**config.mk**
```make
export PLATFORM = sky130hd
export DESIGN_NAME = cacheline_burst_adapter
export DESIGN_NICKNAME = d
export VERILOG_FILES = /design/src/rtl/cacheline_burst_adapter.sv
export SDC_FILE = /design/constraint.sdc
export NUM_CORES = 2
export LEC_CHECK = 0
export CAP_MARGIN = 20
export CORE_MARGIN = 3
export CORE_UTILIZATION = 29
export CTS_BUF_LIST = sky130_fd_sc_hd__clkbuf_8
export DETAILED_ROUTE_END_ITERATION = 7
export PLACE_DENSITY_LB_ADDON = 0.05
export RECOVER_POWER = 25
export SLEW_MARGIN = 40
export SYNTH_ARGS = -nofsm -noshare
export SYNTH_HDL_FRONTEND = slang
export SYNTH_SLANG_ARGS = --single-unit
```
**constraint.sdc**
```tcl
create_clock -name clk -period 4.2 [get_ports clk]
set_clock_uncertainty 0.05 [all_clocks]
set_input_delay 0.84 -clock clk [delete_from_list [all_inputs] [get_ports clk]]
set_output_delay 0.84 -clock clk [all_outputs]
set_load 0.005 [all_outputs]
```
**src/rtl/cacheline_burst_adapter.sv**
```systemverilog
// Cacheline <-> 4-beat burst adapter: one cache fill or writeback becomes one low-beat-first burst.
// Optional watchdog enabled by defining CACHELINE_BURST_ADAPTER_TIMEOUT_EN.
module cacheline_burst_adapter #(
    parameter int s_line   = 256,
    parameter int s_burst  = 64,
    parameter int s_offset = 5,
    parameter int TIMEOUT  = 255
) (
    input  logic               clk,
    input  logic               rst,
    input  logic [s_line-1:0]  line_i,
    output logic [s_line-1:0]  line_o,
    input  logic [31:0]        address_i,
    input  logic               read_i,
    input  logic               write_i,
    output logic               resp_o,
    input  logic [s_burst-1:0] burst_i,
    output logic [s_burst-1:0] burst_o,
    output logic [31:0]        address_o,
    output logic               read_o,
    output logic               write_o,
    input  logic               resp_i,
    output logic               error_o
);
    localparam int BEATS = s_line / s_burst;
    localparam int CW    = (BEATS > 1) ? $clog2(BEATS) : 1;
    localparam logic [31:0] ADDR_MASK = ~((32'd1 << s_offset) - 32'd1);

    typedef enum logic [1:0] {IDLE, READ, WRITE, DONE} state_t;

    state_t            state_q, state_d;
    logic [CW-1:0]     count_q, count_d;
    logic [31:0]       addr_q, addr_d;
    logic [s_line-1:0] wline_q, wline_d;
    logic [s_line-1:0] rbuf_q, rbuf_d;
    logic [s_line-1:0] fill_q, fill_d;
    logic [s_line-1:0] rbuf_merged;
    logic              last_beat;

`ifdef CACHELINE_BURST_ADAPTER_TIMEOUT_EN
    localparam int WDW = $clog2(TIMEOUT + 1);
    logic [WDW-1:0] wd_q, wd_d;
    logic           error_q, error_d;
`endif

    always_comb begin
        state_d     = state_q;
        count_d     = count_q;
        addr_d      = addr_q;
        wline_d     = wline_q;
        rbuf_d      = rbuf_q;
        fill_d      = fill_q;
        rbuf_merged = rbuf_q;
        rbuf_merged[count_q*s_burst +: s_burst] = burst_i;
        last_beat   = (count_q == CW'(BEATS - 1));

        case (state_q)
            IDLE: begin
                // Write wins a simultaneous request; the read is dropped and must be re-presented.
                if (write_i) begin
                    addr_d  = address_i;
                    wline_d = line_i;
                    count_d = '0;
                    state_d = WRITE;
                end else if (read_i) begin
                    addr_d  = address_i;
                    count_d = '0;
                    state_d = READ;
                end
            end
            READ: begin
                if (resp_i) begin
                    rbuf_d  = rbuf_merged;
                    count_d = count_q + 1'b1;
                    // line_o only changes when a whole line has arrived.
                    if (last_beat) begin
                        fill_d  = rbuf_merged;
                        state_d = DONE;
                    end
                end
            end
            WRITE: begin
                if (resp_i) begin
                    count_d = count_q + 1'b1;
                    if (last_beat) state_d = DONE;
                end
            end
            default: state_d = IDLE;
        endcase

`ifdef CACHELINE_BURST_ADAPTER_TIMEOUT_EN
        wd_d    = '0;
        error_d = error_q;
        if (state_q == READ || state_q == WRITE) begin
            if (resp_i) begin
                wd_d = '0;
            end else if (wd_q == WDW'(TIMEOUT - 1)) begin
                error_d = 1'b1;
                state_d = IDLE;
            end else begin
                wd_d = wd_q + 1'b1;
            end
        end
`endif
    end

    always_ff @(posedge clk) begin
        if (rst) begin
            state_q <= IDLE;
            count_q <= '0;
            addr_q  <= '0;
            wline_q <= '0;
            rbuf_q  <= '0;
            fill_q  <= '0;
`ifdef CACHELINE_BURST_ADAPTER_TIMEOUT_EN
            wd_q    <= '0;
            error_q <= 1'b0;
`endif
        end else begin
            state_q <= state_d;
            count_q <= count_d;
            addr_q  <= addr_d;
            wline_q <= wline_d;
            rbuf_q  <= rbuf_d;
            fill_q  <= fill_d;
`ifdef CACHELINE_BURST_ADAPTER_TIMEOUT_EN
            wd_q    <= wd_d;
            error_q <= error_d;
`endif
        end
    end

    assign read_o    = (state_q == READ);
    assign write_o   = (state_q == WRITE);
    assign resp_o    = (state_q == DONE);
    assign address_o = addr_q & ADDR_MASK;
    assign burst_o   = (state_q == WRITE) ? wline_q[count_q*s_burst +: s_burst] : '0;
    assign line_o    = fill_q;
`ifdef CACHELINE_BURST_ADAPTER_TIMEOUT_EN
    assign error_o   = error_q;
`else
    assign error_o   = 1'b0;
`endif

endmodule

```
==> flow_summary.toml <==
[place]
place_inst = 5162
place.gp.congestion = 0.821
dp_hpwl_mm = 78.1
portBuffers = 701

[yosys]
ys_seq_area_frac = 0.499
synth_ff_type = "dfxtp_1"
async_flop_share = 0
synth-edff-count = 0
synthDominantCellAreaShare = 0.499
synth_cell_type_count = 39
netlist_area_um2 = 29500
synth_top_cell_by_area = "dfxtp_1"
avgSynthCellArea_um2 = 8.68
synth.most_common_cell = "dfxtp_1"
synth_seq_cells = 735
syn_inst = 3398
ys_top_cells_by_count = "735 x dfxtp_1, 695 x nand2_1, 476 x a21oi_1"
yosysWarnings = 0
synth_area_leaders = "dfxtp_1 50%, nand2_1 8.8%, a21oi_1 8.1%"

[run]
max_cap_viol_count = 1

[route]
ant_nets = 0
wl_mm = 122
drc_errors = 0
first_iter_violations = 1830
drt-vias-per-instance = 5.03
first_pass_iters = 7
vias = 27250
post_drt_wl_per_cell_um = 22.5

[global_route]
grt_pass1_wl_mm = 181
grt.total_usage = 0.223
first_global_vias = 26461
overflow = 0
grt_max_degree = 153
antenna_found_initial = 24

[pwr]
power.switching_w = 0.00653
vdd_drop_max_mv = 0.407
clkPwrFrac = 0.357
p_total_w = 0.0198
total_leakage_power_nw = 14.4
internal_power_w = 0.0133
pwr-share-comb = 0.243
seq_power_share = 0.399
power.density_nw_per_um2 = 491
swShare = 0.330

[timing]
worst_pin_slew_ps = 2140
fin_crit_sh = 0.927
finalHoldViolCount = 0
grt_setup_unrepaired = "false"
period_needed_ps = 3890
drv_slew = 51
finalSetupViolCount = 0
max_freq_ghz = 0.257
slew-limit-headroom = -0.432
whs_ps = 394
setup_tns_ps = 0

[die]
rows = 116
top_level_ports = 713
die_w_um = 325
die_h_um = 325
initial_core_util = 0.294
die-area_um2 = 106000
placeableCoreArea_um2 = 100000

[critical_path]
reg2reg_slack_ps = 940
reg2regPathDepth = 7
r2r_end = "line_o[167]"
r2r_start = "count_q[0]"
path_max_fanout = 18
crit_path_end_kind = "output port"
worstPathArrival_ps = 3000
setup.worst_path.start_class = "flip-flop"
required_ps = 3310
crit_type = "reg -> out"

[hold_path]
hold_path_depth = 2
holdCritStartpoint = "rbuf_q[136]"
holdPathEnd = "rbuf_q[136]"
hold_path_class = "reg -> reg"

[clocking]
cts_tree = "built"
cts_max_level = 4
cts_sinks = 735
clk_pin_slew_ps = 60
numCtsBuffers = 141
cts_max_path_buffers = 3
holdBufCountCts = 0
cts_root_buffer = "clkbuf_8"
worstSkewPairLatency_ps = 800

[outcome]
violations = "capacitance limit, slew limit"
outcome = "complete, but fails checks"

[finish]
utilization = 0.402
nFillCells = 10351
area_delta_synth_final_pct = 36.9
layout-drive-gt1-share = 0.0847
final_nets = 4316
final_cells = 5422
## metrics by stage
stage	worst slack [ps]	instance area [um^2]
3_5_place_dp	814	37500
5_1_grt	93.7	40300
3_3_place_gp	837	37500
2_1_floorplan	1890	29500
4_1_cts	125	40300
6_report	307	40300
## metal layers
metal | GRT usage | vias up | wire (um)
li1 | - | 13123 | -
met1 | 0.281 | 13190 | 52400
met2 | 0.350 | 766 | 56400
met3 | 0.0900 | 151 | 10800
met4 | 0.0653 | 20 | 2120
met5 | 0 | - | 131
## state kept, by name, indices dropped and copies added (netlist names)
register	cells
rbuf_q	192
addr_q	27
state_q	2
line_o	256
wline_q	256
count_q	2
## cells by family after synthesis
logic type	after synthesis	share of synthesized area
compound gates	999	0.206
fa+ha+maj	10	0.00424
buf+inv	362	0.0584
flops	735	0.499
mux	64	0.0489
other cells	1	0.000127
simple gates	1227	0.183
## timing repair
action,in CTS,in global routing
setup endpoints to repair,9,0
resized for setup,0,0
buffers inserted,1,0
## how the worst max path moves through the flow
stage / start / end / slack (ps)
5_1_grt: count_q[0] / burst_o[35] / 90
6_report: count_q[0] / burst_o[35] / 310
3_3_place_gp: count_q[0] / burst_o[35] / 840
2_1_floorplan: count_q[0] / burst_o[35] / 1890
4_1_cts: count_q[0] / burst_o[35] / 130
3_5_place_dp: count_q[0] / rbuf_q[105] / 810
## area by class of cell
cell class                      instances  area, um^2  area share
Multi-Input combinational cell       2306       13200       0.326
Tap cell                             1357        1700      0.0421
Sequential cell                       735       14700       0.365
Timing Repair Buffer                  757        7910       0.196
Clock buffer                          180        2480      0.0614
Inverter                                8        32.5    0.000806
Antenna cell                           14        35.0    0.000868
Clock inverter                         65         314     0.00778
## power groups by stage
stage / Clock (W) / Sequential [W] / Combinational [W]
final: 0.00707 / 0.00790 / 0.00482
after global routing: 0.00766 / 0.00797 / 0.00524
after CTS: 0.00736 / 0.00791 / 0.00491
after detailed placement: 0 / 0.00809 / 0.00483
after global placement: 0 / 0.00808 / 0.00480
after floorplan: 0 / 0.00790 / 0.00305
## worst max-delay path: stages (launching register included)
cell,delay [ps]
dfxtp_4,650
buf_4,320
mux4_2,510
and2_1,210
clkdlybuf4s50_1,490
## cell usage in the layout, fill, tap and decap left out, types with 2 or more instances in the layout
cell type        Yosys  routed
nor2_1             257     257
nand3_1             71      67
inv_2                2       2
nand4b_1            64      64
nand3_4              0       4
ha_1                10       7
a31oi_1             63      63
o2111ai_1            2       2
clkinvlp_4           0       7
clkinv_2             0      10
and2_1              66      64
and2_4               0       2
buf_4               39      19
nand2_1            695     695
diode_2              0      14
conb_1               1       6
o21ai_0            193     193
o41ai_1              2       2
o311ai_0             2       2
a221oi_1           128     128
dfxtp_4              0       2
clkdlybuf4s50_1      0     700
ha_2                 0       2
clkbuf_8             0     180
inv_1                6      51
nor2b_1             66      65
mux4_2              64      64
a32oi_1            128     128
buf_12               4      36
a21oi_1            476     476
dfxtp_1            735     733
No activity file was read; power rests on OpenSTA's default activity.
